<file path="src/rtl/serial_subtractor.sv">
// Bit-serial unsigned subtractor, LSB first through one full-subtractor cell; result valid WIDTH+1 cycles after accept.
// One op in flight: in_ready low from accept until the result handshake completes; the result is held indefinitely under out_ready=0.
module serial_subtractor #(
    parameter int WIDTH = 8,
    parameter int CNT_W = $clog2(WIDTH)
) (
    input  logic             clk,
    input  logic             rst_n,
    input  logic             in_valid,
    output logic             in_ready,
    input  logic [WIDTH-1:0] a,
    input  logic [WIDTH-1:0] b,
    output logic             out_valid,
    input  logic             out_ready,
    output logic [WIDTH-1:0] diff,
    output logic             borrow_out,
    output logic             busy
);

    typedef enum logic [1:0] {
        IDLE = 2'd0,
        RUN  = 2'd1,
        DONE = 2'd2
    } state_t;

    localparam logic [CNT_W-1:0] LAST = CNT_W'(WIDTH - 1);

    state_t           state_q, state_d;
    logic [WIDTH-1:0] a_sh_q, a_sh_d;
    logic [WIDTH-1:0] b_sh_q, b_sh_d;
    logic [WIDTH-1:0] res_q, res_d;
    logic [WIDTH-1:0] diff_q, diff_d;
    logic             br_q, br_d;
    logic             borrow_q, borrow_d;
    logic [CNT_W-1:0] cnt_q, cnt_d;

    // Full subtractor built from two half subtractors and an OR.
    logic hs1_dif, hs1_brw, hs2_dif, hs2_brw;
    logic bit_dif, bit_brw;

    always_comb begin
        hs1_dif = a_sh_q[0] ^ b_sh_q[0];
        hs1_brw = ~a_sh_q[0] & b_sh_q[0];
        hs2_dif = hs1_dif ^ br_q;
        hs2_brw = ~hs1_dif & br_q;
        bit_dif = hs2_dif;
        bit_brw = hs1_brw | hs2_brw;
    end

    always_comb begin
        state_d  = state_q;
        a_sh_d   = a_sh_q;
        b_sh_d   = b_sh_q;
        res_d    = res_q;
        diff_d   = diff_q;
        br_d     = br_q;
        borrow_d = borrow_q;
        cnt_d    = cnt_q;
        case (state_q)
            IDLE: begin
                if (in_valid) begin
                    a_sh_d  = a;
                    b_sh_d  = b;
                    br_d    = 1'b0;
                    cnt_d   = '0;
                    state_d = RUN;
                end
            end
            RUN: begin
                a_sh_d = a_sh_q >> 1;
                b_sh_d = b_sh_q >> 1;
                res_d  = {bit_dif, res_q[WIDTH-1:1]};
                br_d   = bit_brw;
                cnt_d  = cnt_q + 1'b1;
                // Publish only on the final bit so diff/borrow_out never show a partial result.
                if (cnt_q == LAST) begin
                    cnt_d    = '0;
                    diff_d   = {bit_dif, res_q[WIDTH-1:1]};
                    borrow_d = bit_brw;
                    state_d  = DONE;
                end
            end
            DONE: begin
                if (out_ready) begin
                    state_d = IDLE;
                end
            end
            default: state_d = IDLE;
        endcase
    end

    always_ff @(posedge clk or negedge rst_n) begin
        if (!rst_n) begin
            state_q  <= IDLE;
            a_sh_q   <= '0;
            b_sh_q   <= '0;
            res_q    <= '0;
            diff_q   <= '0;
            br_q     <= 1'b0;
            borrow_q <= 1'b0;
            cnt_q    <= '0;
        end else begin
            state_q  <= state_d;
            a_sh_q   <= a_sh_d;
            b_sh_q   <= b_sh_d;
            res_q    <= res_d;
            diff_q   <= diff_d;
            br_q     <= br_d;
            borrow_q <= borrow_d;
            cnt_q    <= cnt_d;
        end
    end

    assign in_ready   = (state_q == IDLE);
    assign busy       = (state_q == RUN);
    assign out_valid  = (state_q == DONE);
    assign diff       = diff_q;
    assign borrow_out = borrow_q;

endmodule
</file>
<file path="config.mk">
export PLATFORM = sky130hd
export DESIGN_NAME = serial_subtractor
export DESIGN_NICKNAME = d
export VERILOG_FILES = /design/src/rtl/serial_subtractor.sv
export SDC_FILE = /design/constraint.sdc
export NUM_CORES = 1
export LEC_CHECK = 0
export CAP_MARGIN = 20
export CORE_AREA = 2 2 92 50
export DETAILED_ROUTE_END_ITERATION = 12
export DIE_AREA = 0 0 94 52
export PLACE_DENSITY = 0.82
export SYNTH_ARGS = -nofsm -noshare
export SYNTH_HDL_FRONTEND = slang
export SYNTH_SLANG_ARGS = --single-unit
</file>
<file path="constraint.sdc">
create_clock -name clk -period 1.8 [get_ports clk]
set_clock_uncertainty 0.2 [all_clocks]
set_input_delay 0.36 -clock clk [delete_from_list [all_inputs] [get_ports clk]]
set_output_delay 0.36 -clock clk [all_outputs]
set_load 0.02 [all_outputs]
</file>
==> run_results.csv <==
group,metric,value,unit
outcome,status,"finished clean",
critical_path,cp_common_cell,"ha_1",
die,core.rowCount,17,
sta,max_slew_margin,0.793,
place,placed_area,2190,um2
critical_path,required,1.77,ns
layout,fin_cells,241,
clock_tree,cts-root-buf,"clkbuf_8",
die,ioPinCount,32,
clock_tree,clock_sink_count,38,
sta,tns,0,ns
detailed_routing,first_iter_violations,111,
die,dieArea,4890,um2
grt,track_usage,0.172,
clock_tree,numCtsBuffers,5,
place,routabilityCongestion,0.735,
detailed_routing,final_antenna_net_count,0,
power_and_ir_drop,comb_power_share,0.433,
sta,post-route-min-period,1.75,ns
power_and_ir_drop,power_density,1640,nW/um2
place,dp_hpwl,2.69,mm
power_and_ir_drop,switching_power,1.33,mW
grt,grt_pass1_wl,6.21,mm
critical_path,cp-start-kind,"register",
sta,max_freq,571,MHz
layout,syn2layout_area_growth,30.8,%
layout,n_fill_cell,347,
logic_synthesis,synth-edff-count,0,
critical_path,crit_chain,"ha_1 -> ha_1 -> nand3b_1 -> buf_6 -> mux2_2",
power_and_ir_drop,p_seq_frac,0.404,
logic_synthesis,synth-async-reset-ratio,1.00,
die,fp.coreArea,4150,um2
detailed_routing,num_vias,1228,
power_and_ir_drop,power,3.75,mW
grt,grt_max_degree,39,
min_path,holdCritPathClass,"input pin to asynchronous set/reset pin",
detailed_routing,drt-vias-per-instance,5.10,
critical_path,worst_ep_arrival_time,1.72,ns
grt,grt_pass1_vias,1227,
clock_tree,cts_tree,"done",
die,die_x,94,um
logic_synthesis,syn-num-nets,163,
critical_path,cp_top_family,"adder cells",
sta,setup-violations-final,0,
critical_path,worstPathMaxFanout,10,
detailed_routing,wirelength,3.69,mm
detailed_routing,wl_per_cell,15.3,um
logic_synthesis,yosysSeqAreaShare,0.544,
critical_path,cp_slowest_cell,"dfrtp_1",
layout,antenna_cells,0,
critical_path,cp-end-kind,"register",
critical_path,r2r_cells,5,
critical_path,crit_cells,5,
critical_path,critPathKind,"register to register",
logic_synthesis,ys.flop_type,"dfrtp_1",
grt,antenna_found_initial,0,
layout,nets,206,
place,port-buffer-count,31,
layout,drive_above_1_share,0.261,
clock_tree,clk_pin_slew,0.08,ns
clock_tree,clock_latency,0.29,ns
layout,seq_area,951,um2
power_and_ir_drop,p_int,2.42,mW
logic_synthesis,syn_avg_cell_area,12.5,um2
sta,final_hold_viol_count,0,
layout,multiInputGateArea,692,um2
logic_synthesis,synth_seq_cells,38,
power_and_ir_drop,ir_drop,0.627,mV
logic_synthesis,synthCells,140,
logic_synthesis,syn_area,1750,um2
power_and_ir_drop,p_clk_frac,0.164,
job,cap_violations,0,
power_and_ir_drop,swShare,0.356,
detailed_routing,firstDrtPassIters,4,
sta,tightest_slew,0.306,ns
layout,final_area,2290,um2
detailed_routing,route.detailed.drc,0,
clock_tree,clk_path_buf_depth,2,
die,initial_utilization,0.421,
critical_path,critPathBufInv,1,
logic_synthesis,synth_cell_type_count,29,
sta,finalCritPeriodShare,0.973,
logic_synthesis,synth_warnings,0,
sta,maxSlewViolCount,0,
clock_tree,htreeDepth,2,
critical_path,max_stage_delay,0.40,ns
die,die_y,52,um
grt,grt-ovfl-total,0,
power_and_ir_drop,p_leak,1.05,nW
place,dp_cells,230,
## worst paths after layout
check / from / end / slack (ns)
setup / recovery: cnt_q[0] / diff[1] / 0.05
hold / removal: rst_n / a_sh_q[0] / 0.23
setup reg to reg: cnt_q[0] / diff[1] / 0.05
hold reg to reg: diff[2] / diff[2] / 0.31
max in group asynchronous: rst_n / res_q[1] / 0.97
min in group clk: diff[2] / diff[2] / 0.31
## final cells by class
type / count / share of cell area
Sequential cell: 38 / 0.416
Inverter: 14 / 0.0230
Timing Repair Buffer: 47 / 0.186
Tap cell: 57 / 0.0312
Clock buffer: 6 / 0.0361
Multi-Input combinational cell: 77 / 0.303
Clock inverter: 2 / 0.00547
## what timing repair did
| action | 4_1_cts | 5_1_grt |
|---|---|---|
| endpoints found under the setup margin | 12 | 12 |
| buffers inserted | 0 | 3 |
| resized for setup | 17 | 5 |
| hold buffers | 0 | 0 |
## Yosys cell counts, types with 3 or more instances
cell type	n	area share
nand2b_1	4	0.014
dfrtp_1	38	0.54
a22o_1	3	0.015
o221a_2	4	0.026
nor3b_1	11	0.047
mux2_2	15	0.097
inv_1	14	0.030
buf_2	6	0.017
or4b_1	3	0.017
nor4b_1	9	0.045
a211oi_1	9	0.039
## power groups by stage
stage          Sequential (mW)  Clock [mW]  Combinational (mW)
3_3_place_gp              1.50           0                1.60
4_1_cts                   1.51       0.624                1.62
2_1_floorplan             1.57           0               0.998
6_report                  1.51       0.614                1.62
5_1_grt                   1.56       0.656                1.80
3_5_place_dp              1.53           0                1.69
## metal layers
layer / vias up / GRT usage / share of wire
met5: - / 0 / 0
met4: 0 / 0.0652 / 0.0070
met3: 4 / 0.0435 / 0.035
met2: 22 / 0.256 / 0.49
met1: 605 / 0.243 / 0.47
li1: 597 / - / -
## cell families (layout without fill, tap and decap cells)
logic type | count (synthesis) | in the layout | synth area share
simple gates | 34 | 34 | 0.153
buf+inv | 25 | 69 | 0.0601
mux | 16 | 16 | 0.102
fa+ha+maj | 3 | 3 | 0.0258
flops | 38 | 38 | 0.544
compound gates | 24 | 24 | 0.115
## per-stage QoR
stage | setup slack (ns) | hold slack [ns] | utilization
floorplan | 0.109 | -0.136 | -
global placement | -0.0853 | 0.286 | 0.527
detailed placement | -0.140 | 0.299 | 0.527
CTS | 0.00318 | 0.243 | 0.548
global route | -0.00191 | 0.246 | 0.551
finish | 0.0487 | 0.229 | 0.551
## worst register-to-register path, cell delays in order (launching register included)
cell	delay [ns]
dfrtp_1	0.40
ha_1	0.21
ha_1	0.21
nand3b_1	0.11
buf_6	0.16
mux2_2	0.35
## state kept, by name, summed over array words and instances, names as in the netlist
| name | cells |
|---|---|
| b_sh_q | 8 |
| state_q | 2 |
| cnt_q | 3 |
| br_q | 1 |
| a_sh_q | 8 |
| res_q | 7 |
| borrow_out | 1 |
| diff | 8 |
## cell usage in the layout, fill, tap and decap left out, drive strengths merged
cell | Yosys | routed
a211o | 2 | 2
inv | 14 | 14
clkinvlp | 0 | 1
nor4bb | 2 | 2
buf | 9 | 18
o21bai | 1 | 1
clkbuf | 2 | 7
nor2 | 2 | 2
clkdlybuf4s50 | 0 | 19
dlygate4sd2 | 0 | 9
nor3b | 11 | 11
a211oi | 9 | 9
fa | 1 | 1
o22ai | 1 | 1
ha | 2 | 2
nand3b | 1 | 1
nor2b | 1 | 1
o21ba | 1 | 1
mux2 | 15 | 15
nand2b | 4 | 4
dfrtp | 38 | 38
nor4b | 9 | 9
o21ai | 1 | 1
or4b | 4 | 4
a21oi | 1 | 1
clkinv | 0 | 1
a22o | 3 | 3
o221a | 4 | 4
mux2i | 1 | 1
a222oi | 1 | 1
No activity file was read; power rests on OpenSTA's default activity.
